--- src/rtl/bus_arbiter_rr_pkg.sv ---
// Shared definitions for the round-robin bus arbiter: state encodings,
// grant/reset polarity constants and the master-count ceiling.
package bus_arbiter_rr_pkg;

    typedef enum logic {
        ST_IDLE  = 1'b0,
        ST_GRANT = 1'b1
    } arb_state_t;

    localparam int   BUS_MASTERS_MAX = 16;
    localparam int   TENURE_W        = 8;

    localparam logic ENABLE_         = 1'b0;
    localparam logic DISABLE_        = 1'b1;
    localparam logic RESET_ENABLE    = 1'b1;
    localparam logic RESET_DISABLE   = 1'b0;

    // Next index after idx in a ring of n masters.
    function automatic logic [3:0] wrap_inc(input logic [3:0] idx, input int n);
        logic [3:0] nxt;
        nxt = (int'(idx) == n - 1) ? 4'd0 : idx + 4'd1;
        return nxt;
    endfunction

endpackage

--- src/rtl/bus_arbiter_rr_picker.sv ---
// Combinational round-robin search: first active request at or after start,
// wrapping; with excl set the final wrap candidate (the current owner) is skipped.
module bus_arbiter_rr_picker #(
    parameter int N = 4,
    parameter int W = $clog2(N)
) (
    input  logic [N-1:0] req,
    input  logic [W-1:0] start,
    input  logic         excl,
    output logic         found,
    output logic [W-1:0] pick
);

    logic [W:0] idx;

    always_comb begin
        found = 1'b0;
        pick  = '0;
        idx   = '0;
        for (int i = 0; i < N; i++) begin
            idx = {1'b0, start} + (W+1)'(i);
            if (idx >= (W+1)'(N)) begin
                idx = idx - (W+1)'(N);
            end
            if (!found && req[idx[W-1:0]] && !(excl && i == N - 1)) begin
                found = 1'b1;
                pick  = idx[W-1:0];
            end
        end
    end

endmodule

--- src/rtl/bus_arbiter_rr.sv ---
// Round-robin bus arbiter with registered active-low one-cold grant.
// Optional tenure limit built when BUS_ARBITER_TIMEOUT_EN is defined.
//
//   state    | meaning
//   ---------+---------------------------------------------
//   ST_IDLE  | no grant, grnt_ all ones, busy low
//   ST_GRANT | one master owns the bus, owner/grnt_ valid
module bus_arbiter_rr
    import bus_arbiter_rr_pkg::*;
#(
    parameter int NUM_MASTERS = 4,
    parameter int OWNER_W     = $clog2(NUM_MASTERS),
    parameter int MAX_TENURE  = 16
) (
    input  logic                   clk,
    input  logic                   reset,
    input  logic [NUM_MASTERS-1:0] req_,
    output logic [NUM_MASTERS-1:0] grnt_,
    output logic [OWNER_W-1:0]     owner,
    output logic                   busy
);

    if (NUM_MASTERS < 2 || NUM_MASTERS > BUS_MASTERS_MAX ||
        MAX_TENURE < 2 || MAX_TENURE > 256) begin : g_bad_param
        $error("bus_arbiter_rr: parameter out of range");
    end

    arb_state_t             state_q, state_d;
    logic [OWNER_W-1:0]     owner_q, owner_d;
    logic [OWNER_W-1:0]     last_q, last_d;
    logic [NUM_MASTERS-1:0] grnt_q, grnt_d;
    logic [NUM_MASTERS-1:0] req;
    logic [OWNER_W-1:0]     start;
    logic                   excl;
    logic                   found;
    logic [OWNER_W-1:0]     pick;
    logic                   take;

    assign req   = ~req_;
    assign start = OWNER_W'(wrap_inc(4'(last_q), NUM_MASTERS));
    // last_q equals the owner while granted, so the owner is the final wrap candidate.
    assign excl  = (state_q == ST_GRANT);

    bus_arbiter_rr_picker #(
        .N (NUM_MASTERS),
        .W (OWNER_W)
    ) u_rr_picker (
        .req   (req),
        .start (start),
        .excl  (excl),
        .found (found),
        .pick  (pick)
    );

`ifdef BUS_ARBITER_TIMEOUT_EN
    // Down-counter: cycles of tenure left before a waiting master may take over.
    localparam logic [TENURE_W-1:0] TEN_LOAD = TENURE_W'(MAX_TENURE - 1);
    logic [TENURE_W-1:0] ten_q, ten_d;
    logic                ten_tc;
    assign ten_tc = (ten_q == '0);
`endif

    always_comb begin
        state_d = state_q;
        owner_d = owner_q;
        last_d  = last_q;
        grnt_d  = grnt_q;
        take    = 1'b0;
`ifdef BUS_ARBITER_TIMEOUT_EN
        ten_d   = ten_q;
`endif
        case (state_q)
            ST_IDLE: begin
                if (found) take = 1'b1;
            end
            ST_GRANT: begin
                if (!req[owner_q]) begin
                    if (found) begin
                        take = 1'b1;
                    end else begin
                        state_d = ST_IDLE;
                        grnt_d  = {NUM_MASTERS{DISABLE_}};
                    end
                end
`ifdef BUS_ARBITER_TIMEOUT_EN
                else if (ten_tc) begin
                    if (found) take = 1'b1;
                end else begin
                    ten_d = ten_q - 1'b1;
                end
`endif
            end
            default: begin
                state_d = ST_IDLE;
                grnt_d  = {NUM_MASTERS{DISABLE_}};
            end
        endcase
        if (take) begin
            state_d      = ST_GRANT;
            owner_d      = pick;
            last_d       = pick;
            grnt_d       = {NUM_MASTERS{DISABLE_}};
            grnt_d[pick] = ENABLE_;
`ifdef BUS_ARBITER_TIMEOUT_EN
            ten_d        = TEN_LOAD;
`endif
        end
    end

    always_ff @(posedge clk) begin
        if (reset == RESET_ENABLE) begin
            state_q <= ST_IDLE;
            owner_q <= '0;
            last_q  <= OWNER_W'(NUM_MASTERS - 1);
            grnt_q  <= {NUM_MASTERS{DISABLE_}};
`ifdef BUS_ARBITER_TIMEOUT_EN
            ten_q   <= TEN_LOAD;
`endif
        end else begin
            state_q <= state_d;
            owner_q <= owner_d;
            last_q  <= last_d;
            grnt_q  <= grnt_d;
`ifdef BUS_ARBITER_TIMEOUT_EN
            ten_q   <= ten_d;
`endif
        end
    end

    assign grnt_ = grnt_q;
    assign owner = owner_q;
    assign busy  = ~&grnt_q;

endmodule

--- config.mk ---
export PLATFORM = sky130hd
export DESIGN_NAME = bus_arbiter_rr
export DESIGN_NICKNAME = d
export VERILOG_FILES = /design/src/rtl/bus_arbiter_rr_pkg.sv /design/src/rtl/bus_arbiter_rr_picker.sv /design/src/rtl/bus_arbiter_rr.sv
export SDC_FILE = /design/constraint.sdc
export NUM_CORES = 1
export LEC_CHECK = 0
export BUFFER_PORTS_ARGS = -buffer_cell sky130_fd_sc_hd__buf_2
export CORE_MARGIN = 2
export CORE_UTILIZATION = 47
export DETAILED_ROUTE_END_ITERATION = 8
export PLACE_DENSITY = 0.79
export SKIP_CTS_REPAIR_TIMING = 1
export SLEW_MARGIN = 25
export SYNTH_ARGS = -nofsm -noshare
export SYNTH_HDL_FRONTEND = slang
export SYNTH_SLANG_ARGS = --single-unit
--- constraint.sdc ---
create_clock -name clk -period 2.1 [get_ports clk]
set_input_delay 0.105 -clock clk [delete_from_list [all_inputs] [get_ports clk]]
set_output_delay 0.105 -clock clk [all_outputs]
set_load 0.01 [all_outputs]
# Word-level counts from Yosys, hierarchy flattened
# Index checks and enable logic that the tools add are counted.
[word_totals]
word_cells = 77
ff_bits = 9
latch_bits = 0
ramBits = 0
romBits = 0
n_memories = 0
output_inout_bits = 7
[op_classes]
reduce_logical = 13
mux = 35
shift = 0
n_eq_ne = 3
n_addsub = 8
order_cmp = 11
multipliers = 0
bitwise = 3
div_mod_pow = 0
[op_table]
columns = ["operator", "count"]
rows = [
  ["< comparator 2 x 3 -> 1 bit (second input constant)", 6],
  ["2-to-1 mux 2 bit", 9],
  ["2-to-1 mux 4 bit", 4],
  ["2-to-1 mux 1 bit", 15],
  ["binary-select mux 1 bit (select 2 bit)", 5],
  [">= comparator 3 bit (second input constant)", 3],
  ["inverter 4 bit", 2],
  ["subtractor 2 x 1 -> 2 bit (second input constant)", 4],
  ["adder 2 x 2 -> 3 bit (second input constant)", 2],
  ["logical AND 1 bit", 5],
  ["zero test 1 bit", 5],
  ["AND reduction 4 bit", 1],
  ["adder 2 x 1 -> 3 bit (second input constant)", 1],
  [">= comparator 2 x 3 -> 1 bit (second input constant)", 1],
  ["AND reduction 3 bit", 1],
  ["adder 2 x 1 -> 2 bit (second input constant)", 1],
  ["demux 1 bit (select 2 bit)", 1],
  ["== test 2 x 1 -> 1 bit (second input constant)", 1],
  [">= comparator 2 x 1 -> 1 bit (second input constant)", 1],
  ["inequality test 2 x 1 -> 1 bit (second input constant)", 1],
  ["inequality test 2 bit (second input constant)", 1],
  ["case mux 1 bit (2 select lines)", 1],
  ["nonzero test 2 bit", 1],
  ["inverter 1 bit", 1],
]

# Logic depth before layout (Yosys ltp)
# Gate-level depths: netlist of run 1.
[depth]
ltp_word = 23
depth_mapped = 8

# Hierarchy
# A second synthesis of run 1 with hierarchy kept.
[hier_totals]
hier_cells = 77
area_unflattened_um2 = 723.2
[by_module_without_submodules]
columns = ["mod", "area_per_inst_um2", "instances", "cells_per_inst", "seq_area_each_um2"]
rows = [
  ["bus_arbiter_rr", 486.7, 1, 50, 180.2],
  ["bus_arbiter_rr_picker", 236.5, 1, 27, 0.0],
]

# Worst setup path after synthesis of run 1
# Ideal clock, no wire load.
[synth_path]
path_kind = "register -> register"
from = "reg last_q[0]"
to = "reg grnt_q[1], in the netlist grnt_[1]"
setup_slack_ps = -157
arrival_ps = 2137
setup_ps = 120
synth_period_minus_slack_ps = 2257
path_stages_with_launch = 9
required_time_ps = 1980
path_cell_list = "dfxtp_1 ha_1 buf_6 or4b_4 o31ai_4 a211oi_4 o41ai_4 a2bb2oi_1 or2_1"
[synth_between]
elab_chain_cells = 23
elab_cells_between_ends = 55
[synth_lines]
columns = ["item", "line_no", "rtl"]
rows = [
  ["from (decl)", "bus_arbiter_rr.sv:30", "logic [OWNER_W-1:0] last_q, last_d;"],
  ["from (signal assigned)", "bus_arbiter_rr.sv:114", "last_q <= OWNER_W'(NUM_MASTERS - 1);"],
  ["from (signal assigned)", "bus_arbiter_rr.sv:122", "last_q <= last_d;"],
  ["adder 2 x 1 -> 2 bit or == test 2 x 1 -> 1 bit (tied branches)", "bus_arbiter_rr_pkg.sv:21", "nxt = (int'(idx) == n - 1) ? 4'd0 : idx + 4'd1;"],
  ["2-to-1 mux 2 bit *", "bus_arbiter_rr_pkg.sv:21", ""],
  ["parallel branches: the longest is 21 deep, another holds adder 2 x 1 -> 3 bit", "--", ""],
  ["to (signal assigned)", "bus_arbiter_rr.sv:115", "grnt_q <= {NUM_MASTERS{DISABLE_}};"],
  ["to (signal assigned)", "bus_arbiter_rr.sv:123", "grnt_q <= grnt_d;"],
  ["to (decl)", "bus_arbiter_rr.sv:31", "logic [NUM_MASTERS-1:0] grnt_q, grnt_d;"],
]
# Mark *: on every way between the ends. The select of a mux whose other input is x is not followed.
# A chain may end at the register's enable or synchronous reset.

# Final worst setup path of run 1
# Ends and elaborated chain as after synthesis.

==> impl_metrics.toml, run 1 <==
[status]
run_status = "finished, violations left"
violations = "setup timing"

[sta]
fin_tns_setup_ns = -0.007274
final-hold-violation-count = 0
fin_crit_ns = 2.107
setup_viol = 1
post_route_worst_setup_slack_ns = -0.007274
tightest_slew_ns = 0.4030
timing.final.max_slew_violations = 0
final.hold.worst_slack_ns = 0.1261
fmax_ghz = 0.4745
worst_slew_margin_rel_pct = 73.04
skew_ns = 0.005894
grt_setup_unrepaired = "true"
fin_crit_sh_pct = 100.3

[yosys]
post_syn_instances = 71
synth-seq-area-share_pct = 26.62
synth_fa_ha_area_share_pct = 4.806
yosysUniqueCellTypes = 40
largest_family_of_logic_cells_by_synthesized_area = "compound AO/OA/AOI/OAI gates"
ys_dominant_reg_cell = "sky130_fd_sc_hd__dfxtp_1"
mappedNetlistArea_um2 = 676.9
synth_enable_flop_cells = 0
synth.mux.area_fraction_pct = 9.797
synth.net_count = 78
synth-compound-area-share_pct = 30.13
synthXorXnorAreaFrac_pct = 1.294
yosysWarnings = 0
synth.ff_latch_count = 9
ys_async_sr_fraction_pct = 0
avgSynthCellArea_um2 = 9.534
yosys.area_share.simple_pct = 22.37

[global_route]
grt_pass1_wl_mm = 2.532
grt_max_degree = 10
overflow = 0
gr-usage-all-layers_pct = 18.49
antenna_found_initial = 0
first_global_vias = 584

[place]
place_area_um2 = 788.3
place_inst = 100
dpl.hpwl_mm = 1.221
io_buffers = 12
gp_routability_congestion = 0.9188

[worst_setup_path]
setup.worst_path.class = "reg2reg"
crit-reg2reg-capture = "grnt_[1]$_SDFFE_PP1P_"
timing.critical_path.cells = "ha_4, or4b_4, o31ai_4, a211oi_4, o21a_1, a2bb2oi_1, or2_1"
critPathSlowestCell = "sky130_fd_sc_hd__or4b_4"
worstPathRequired_ns = 2.25
slack_of_the_worst_reg_to_reg_path_ns = -0.007
reg2regPathDepth = 7
cp_top_family = "simple AND/OR/NAND/NOR gates"
nature_of_the_critical_path_startpoint = "flip-flop"
crit_end_category = "flip-flop"
cp_data_arrival_time_ns = 2.25
timing.critical_path.buf_inv = 0
timing.rr.start = "last_q[0]$_SDFFE_PP1P_"
cp_capture_point = "grnt_[1]$_SDFFE_PP1P_"
cp_num_cells = 7
critical-path-max-stage-delay_ns = 0.53
cp_max_fo = 7
crit_start = "last_q[0]$_SDFFE_PP1P_"

[route]
post_drt_via_cell_ratio = 5.849
wire_per_inst_um = 15.54
detail_route.drc_violations = 0
antenna_violating_nets_post_route = 0
first_pass_iters = 4
drt-initial-drc-count = 16
drt-total-wl_mm = 1.647
vias = 620

[die]
horiz_die_dim_um = 41.95
fp-row-count = 13
design.core.area_um2 = 1318
initial_utilization_pct = 51.38
die_area_um2 = 1760
io_pins = 13
die_height_um = 41.95

[cells_and_area]
finalNetCount = 99
filler_cell_count = 105
finish.instance_area_um2 = 865.8
final_layout_size_suffix_gt1_share_pct = 46.15
final_cell_mix = "12 x sky130_fd_sc_hd__buf_2, 7 x sky130_fd_sc_hd__dfxtp_1, 5 x sky130_fd_sc_hd__buf_4"
layout_commonest_cell = "sky130_fd_sc_hd__buf_2"
antenna_cells_inserted = 0
final_core_utilization_pct = 65.72
finish.cell_count_without_fillers = 106
area.growth.synth_to_final_pct = 27.91

[min_path]
holdCritPathClass = "in2reg"

[pwr]
pwr-share-comb_pct = 69.9
peakVddDrop_mv = 0.8845
p_switching_w = 0.0006676
leakagePower_nw = 0.3410
clock_power_share_pct = 8.9
net_switching_share_of_the_total_power_pct = 44.20
intPower_w = 0.0008429
power_density_nw_per_um2 = 1745
seq_power_share_pct = 21.1

[job]
drv_cap = 0

[clock_network]
clock_tree_from_tritoncts = "yes"
insertion_delay_ns = 0.26
cts.htree.levels = 1
cts_buffers = 3
numClockSinks = 9
clock_tree.root_cell = "sky130_fd_sc_hd__clkbuf_4"
clk_pin_slew_ns = 0.06
max-clock-path-buffers = 2
## sequential cells by signal (all words and copies together), names as in the netlist
name / flops
grnt_: 4
last_q: 2
owner: 2
excl: 1
## per-layer routing
layer | vias up | track usage, % | wire [µm]
li1 | 310 | - | -
met2 | 16 | 31.87 | 785
met1 | 290 | 23.53 | 757
met3 | 4 | 6.522 | 72
met5 | - | 0 | 0
met4 | 0 | 0 | 33
## synthesized netlist by cell type (2+ instances only)
cell / instances / share of area, %
sky130_fd_sc_hd__o22ai_1: 2 / 1.8
sky130_fd_sc_hd__dfxtp_1: 9 / 27
sky130_fd_sc_hd__mux4_2: 2 / 6.7
sky130_fd_sc_hd__maj3_1: 2 / 3.0
sky130_fd_sc_hd__nor3_2: 2 / 3.0
sky130_fd_sc_hd__a2bb2oi_1: 2 / 2.6
sky130_fd_sc_hd__inv_1: 5 / 2.8
sky130_fd_sc_hd__or2_1: 2 / 1.8
sky130_fd_sc_hd__o21bai_1: 2 / 2.2
sky130_fd_sc_hd__nand2b_1: 3 / 2.8
sky130_fd_sc_hd__nor2b_1: 3 / 2.8
sky130_fd_sc_hd__nor3_1: 2 / 1.5
sky130_fd_sc_hd__o21ai_0: 2 / 1.5
sky130_fd_sc_hd__a21o_1: 2 / 2.2
sky130_fd_sc_hd__nand3_1: 2 / 1.5
sky130_fd_sc_hd__nor2_1: 5 / 2.8
## kinds of logic (layout without fill, tap and decap cells)
| family | after synthesis | after routing |
|---|---|---|
| xor gates and xnor gates | 1 | 1 |
| AOI/OAI and AO/OA | 22 | 22 |
| and+or+nand+nor | 25 | 25 |
| DFF | 9 | 9 |
| adders and majority gates | 3 | 3 |
| muxes | 4 | 4 |
| buffers and inverters | 7 | 27 |
## power by group through the flow
stage          sequential (W)  clock [W]  combinational, W
4_1_cts              0.000318   0.000139          0.000919
5_1_grt              0.000328   0.000150           0.00114
3_5_place_dp         0.000321          0          0.000913
2_1_floorplan        0.000324          0          0.000673
6_report             0.000319   0.000135           0.00106
3_3_place_gp         0.000316          0          0.000895
## final cells by class
class | instances | area [µm²] | area share (%)
Inverter | 5 | 22.52 | 2.601
Sequential cell | 9 | 185.2 | 21.39
Tap cell | 15 | 18.77 | 2.168
Timing Repair Buffer | 18 | 108.9 | 12.57
Clock buffer | 4 | 26.28 | 3.035
Multi-Input combinational cell | 55 | 504.2 | 58.24
## how the worst min path moves through the flow
| stage | startpoint | endpoint | slack [ns] | cells after the start |
|---|---|---|---|---|
| floorplan | req_[3] | grnt_[2]$_SDFFE_PP1P_ | 0.39 | 3 |
| global placement | reset | excl$_SDFF_PP0_ | 0.38 | 2 |
| detailed placement | reset | excl$_SDFF_PP0_ | 0.39 | 2 |
| CTS | reset | owner[0]$_SDFFE_PP0P_ | 0.11 | 2 |
| global route | reset | owner[1]$_SDFFE_PP0P_ | 0.12 | 2 |
| finish | reset | owner[1]$_SDFFE_PP0P_ | 0.13 | 2 |
## per-stage QoR
stage	worst slack [ns]	power (W)
2_1_floorplan	0.002085	0.0009962
3_3_place_gp	0.04725	0.001211
3_5_place_dp	-0.02259	0.001234
4_1_cts	-0.04142	0.001376
5_1_grt	-0.07552	0.001614
6_report	-0.007274	0.001511
No activity file was read; power rests on OpenSTA's default activity.
==> run 2: changes to the inputs <==
- SETUP_SLACK_MARGIN: default -> 0.05
==> run 2 against run 1 <==
  * Non-clock buffer count decreased by 1
  * Sequential power is 2% lower
  * Design area fell by 2.6%
  * The flow now finishes without violations
  * Die area stayed put
  * Highest routed layer unchanged
  * Utilization fell by 1.7 points
==> impl_metrics.toml, run 2 (synthesis results as in run 1) <==
[status]
run_status = "finished, final reports clean"

[clock_network]
numClockSinks = 9
insertion_delay_ns = 0.27
clock_tree_from_tritoncts = "yes"
cts_buffers = 3
cts.htree.levels = 1
clk_pin_slew_ns = 0.07
max-clock-path-buffers = 2
clock_tree.root_cell = "sky130_fd_sc_hd__clkbuf_4"

[route]
detail_route.drc_violations = 0
post_drt_via_cell_ratio = 5.924
drt-total-wl_mm = 1.600
antenna_violating_nets_post_route = 0
wire_per_inst_um = 15.24
first_pass_iters = 4
drt-initial-drc-count = 28
vias = 622

[global_route]
overflow = 0
first_global_vias = 592
grt_pass1_wl_mm = 2.635
antenna_found_initial = 0
gr-usage-all-layers_pct = 19.91
grt_max_degree = 10

[worst_setup_path]
timing.critical_path.buf_inv = 0
slack_of_the_worst_reg_to_reg_path_ns = 0.05
nature_of_the_critical_path_startpoint = "flip-flop"
critPathSlowestCell = "sky130_fd_sc_hd__or4b_4"
timing.rr.start = "last_q[0]$_SDFFE_PP1P_"
cp_data_arrival_time_ns = 2.21
timing.critical_path.cells = "ha_4, or4b_4, o31ai_4, a211oi_4, o21a_1, a2bb2oi_1, or2_1"
setup.worst_path.class = "reg2reg"
reg2regPathDepth = 7
cp_top_family = "simple AND/OR/NAND/NOR gates"
cp_max_fo = 6
crit_end_category = "flip-flop"
crit-reg2reg-capture = "grnt_[1]$_SDFFE_PP1P_"
worstPathRequired_ns = 2.27
critical-path-max-stage-delay_ns = 0.50

[sta]
grt_setup_unrepaired = "true"
fin_crit_sh_pct = 97.48
setup_viol = 0
final-hold-violation-count = 0
tightest_slew_ns = 0.4309
fmax_ghz = 0.4885
fin_crit_ns = 2.047
skew_ns = 0.008256
worst_slew_margin_rel_pct = 71.18
timing.final.max_slew_violations = 0

[pwr]
power_density_nw_per_um2 = 1688
peakVddDrop_mv = 1.105
leakagePower_nw = 0.3400
p_total_w = 0.001424

[die]
die_area_um2 = 1760
horiz_die_dim_um = 41.95
initial_utilization_pct = 51.38
io_pins = 13
design.core.area_um2 = 1318
die_height_um = 41.95
fp-row-count = 13

[min_path]
holdCritPathClass = "in2reg"
min_delay_path_depth = 2
worst_hold_startpoint = "reset"
min_to = "excl$_SDFF_PP0_"

[place]
dpl.hpwl_mm = 1.149
gp_routability_congestion = 0.8229
place_inst = 98
io_buffers = 12

[cells_and_area]
final_layout_size_suffix_gt1_share_pct = 42.22
finalNetCount = 98
area.growth.synth_to_final_pct = 24.58
final_cell_mix = "12 x sky130_fd_sc_hd__buf_2, 7 x sky130_fd_sc_hd__dfxtp_1, 5 x sky130_fd_sc_hd__inv_1, 5 x sky130_fd_sc_hd__nor2_1, 5 x sky130_fd_sc_hd__buf_4"
filler_cell_count = 104
finish.cell_count_without_fillers = 105
regArea_um2 = 185.2
area_of_combinational_cells_with_multiple_inputs_um2 = 496.7
largest_register_ff_count = 4
layout_commonest_cell = "sky130_fd_sc_hd__buf_2"
antenna_cells_inserted = 0

[job]
drv_cap = 0
run 2: layer usage:
metal | GRT usage, % | vias to the layer above | part of all wire (%)
met3 | 7.826 | 4 | 4.4
met2 | 31.87 | 15 | 51
met5 | 0 | - | 0
met4 | 5.806 | 0 | 0.94
met1 | 24.59 | 298 | 43
li1 | - | 305 | -
run 2: stage by stage:
step | utilization (%) | worst slack (ns) | cell area, µm² | hold slack (ns) | setup TNS [ns]
floorplan | - | 0.03358 | 694.4 | 0.3943 | 0
global placement | 58.69 | 0.02710 | 773.2 | 0.3863 | 0
detailed placement | 58.69 | -0.01581 | 773.2 | 0.3904 | -0.01581
CTS | 60.68 | -0.01241 | 799.5 | 0.09835 | -0.01241
global route | 64.01 | -0.04381 | 843.3 | 0.1075 | -0.09175
finish | 64.01 | 0.05288 | 843.3 | 0.1021 | 0
run 2: worst max path at each step:
stage                                      start                    end  slack [ns]  depth (start not counted)
after floorplan           last_q[0]$_SDFFE_PP1P_  grnt_[1]$_SDFFE_PP1P_        0.03                          8
after global placement    last_q[0]$_SDFFE_PP1P_  grnt_[1]$_SDFFE_PP1P_        0.03                          6
after detailed placement  last_q[0]$_SDFFE_PP1P_  grnt_[1]$_SDFFE_PP1P_       -0.02                          6
after CTS                 last_q[0]$_SDFFE_PP1P_  grnt_[1]$_SDFFE_PP1P_       -0.01                          6
after global routing      last_q[0]$_SDFFE_PP1P_  grnt_[1]$_SDFFE_PP1P_       -0.04                          7
final                     last_q[0]$_SDFFE_PP1P_  grnt_[1]$_SDFFE_PP1P_        0.05                          7
run 2: worst reg2reg max path: cells and delay by family (launching register included):
family                     cells  cell delay, ns
and+or+nand+nor                2            0.71
adders and majority gates      1            0.26
DFF                            1            0.36
AOI/OAI and AO/OA              4            0.61
run 2: area by class of cell:
| type | instances | area share [%] |
|---|---|---|
| inverters | 5 | 2.226 |
| repair buffers | 17 | 11.57 |
| clock buffers | 4 | 3.116 |
| flip-flops and latches | 9 | 21.96 |
| well taps | 15 | 2.226 |
| multi-input cells | 55 | 58.90 |
run 2: power breakdown:
part           switching [W]  leakage, nW  internal, W  total [W]
registers          0.0000686       0.0745     0.000245   0.000313
clock network      0.0000672       0.0150    0.0000736   0.000141
logic               0.000491        0.251     0.000479   0.000970
total               0.000627        0.340     0.000797    0.00142
==> run 3: changes to the inputs <==
- CAP_MARGIN: default -> 20
- REMOVE_ABC_BUFFERS: default -> 1
==> run 3 against run 2 <==
  * Total power is 12% higher
  * Register-to-register slack hardly changed
  * Clock-buffer cell count stayed put
  * Clock skew is 0.0077 ns lower
  * Cell count is 8.6% higher
  * Critical path depth is 1 higher
  * Utilization is 4.8 points higher
  * Highest routed layer unchanged
==> impl_metrics.toml, run 3 (synthesis results as in run 1) <==
[status]
run_status = "finished, final reports clean"

[worst_setup_path]
reg2regPathDepth = 8
nature_of_the_critical_path_startpoint = "flip-flop"
cp_max_fo = 5
cp_data_arrival_time_ns = 2.21
crit_end_category = "flip-flop"
worstPathRequired_ns = 2.26
setup.worst_path.class = "reg2reg"

[sta]
setup_viol = 0
timing.final.max_slew_violations = 0
tightest_slew_ns = 0.3641
grt_setup_unrepaired = "true"
fin_crit_sh_pct = 97.81
worst_slew_margin_rel_pct = 75.64
fin_tns_setup_ns = 0
fin_crit_ns = 2.054
final.hold.worst_slack_ns = 0.1168
final-hold-violation-count = 0
fmax_ghz = 0.4869
skew_ns = 0.0005492

[die]
design.core.area_um2 = 1318
fp-row-count = 13
die_height_um = 41.95
initial_utilization_pct = 51.38
io_pins = 13
die_area_um2 = 1760
horiz_die_dim_um = 41.95

[cells_and_area]
finalNetCount = 107
final_core_utilization_pct = 68.85
area_of_combinational_cells_with_multiple_inputs_um2 = 495.5
largest_register_ff_count = 4
area.growth.synth_to_final_pct = 34.01
finish.instance_area_um2 = 907.1
layout_commonest_cell = "sky130_fd_sc_hd__buf_4"
antenna_cells_inserted = 0
final_layout_size_suffix_gt1_share_pct = 47.47
filler_cell_count = 99
regArea_um2 = 182.7
final_cell_mix = "14 x sky130_fd_sc_hd__buf_4, 12 x sky130_fd_sc_hd__buf_2, 7 x sky130_fd_sc_hd__dfxtp_1"
finish.cell_count_without_fillers = 114

[global_route]
grt_max_degree = 10
gr-usage-all-layers_pct = 20.05
first_global_vias = 614
grt_pass1_wl_mm = 2.718
antenna_found_initial = 0
overflow = 0

[clock_network]
numClockSinks = 9
clk_pin_slew_ns = 0.06
cts.htree.levels = 1
clock_tree.root_cell = "sky130_fd_sc_hd__clkbuf_4"
cts_buffers = 3
clock_tree_from_tritoncts = "yes"
insertion_delay_ns = 0.26
max-clock-path-buffers = 2

[place]
gp_routability_congestion = 0.8977
dpl.hpwl_mm = 1.281
place_area_um2 = 838.3
place_inst = 109
io_buffers = 12

[route]
detail_route.drc_violations = 0
first_pass_iters = 4
vias = 668
wire_per_inst_um = 15.40
drt-total-wl_mm = 1.756
post_drt_via_cell_ratio = 5.860
drt-initial-drc-count = 14
antenna_violating_nets_post_route = 0

[min_path]
holdCritPathClass = "in2reg"
min_delay_path_depth = 2

[job]
drv_cap = 0

[pwr]
peakVddDrop_mv = 1.085
power_density_nw_per_um2 = 1758
leakagePower_nw = 0.3802
==> run 3: layout make-up <==
| cell class | count | area share (%) |
|---|---|---|
| Clock buffer | 4 | 2.897 |
| Inverter | 5 | 2.069 |
| Tap cell | 15 | 2.069 |
| Multi-Input combinational cell | 55 | 54.62 |
| Sequential cell | 9 | 20.14 |
| Timing Repair Buffer | 26 | 18.21 |
==> run 3: worst max-delay path, cell delays in order (launching register included) <==
cell,delay (ns)
sky130_fd_sc_hd__dfxtp_2,0.33
sky130_fd_sc_hd__ha_4,0.26
sky130_fd_sc_hd__or4b_4,0.50
sky130_fd_sc_hd__o31ai_4,0.08
sky130_fd_sc_hd__a211oi_4,0.12
sky130_fd_sc_hd__buf_4,0.16
sky130_fd_sc_hd__mux2_2,0.23
sky130_fd_sc_hd__a2bb2oi_1,0.06
sky130_fd_sc_hd__or2_1,0.21
==> run 3: per-stage QoR <==
step / worst slack, ns / power [W]
detailed placement: -0.1615 / 0.001320
CTS: -0.1766 / 0.001464
finish: 0.04606 / 0.001595
global placement: -0.07373 / 0.001291
global route: -0.02954 / 0.001711
floorplan: -0.1703 / 0.0009299
==> run 3: metal layers <==
layer | vias to the layer above | GRT usage [%] | routed length, µm
met5 | - | 0 | 0
met4 | 0 | 7.097 | 38
met3 | 4 | 6.957 | 64
met2 | 13 | 30.63 | 895
met1 | 327 | 26.08 | 758
li1 | 324 | - | -
==> run 3: where the power goes <==
group          internal [W]  switching (W)  leakage, nW
clock network     0.0000735      0.0000651       0.0150
logic              0.000603       0.000547        0.291
registers          0.000240      0.0000652       0.0742
==> run 3: final timing paths <==
path | from | endpoint | slack (ns)
worst max-delay path | last_q[1]$_SDFFE_PP1P_ | grnt_[1]$_SDFFE_PP1P_ | 0.05
worst min-delay path | reset | excl$_SDFF_PP0_ | 0.12
worst max register to register | last_q[1]$_SDFFE_PP1P_ | grnt_[1]$_SDFFE_PP1P_ | 0.05
worst min register to register | owner[1]$_SDFFE_PP0P_ | owner[1]$_SDFFE_PP0P_ | 0.51
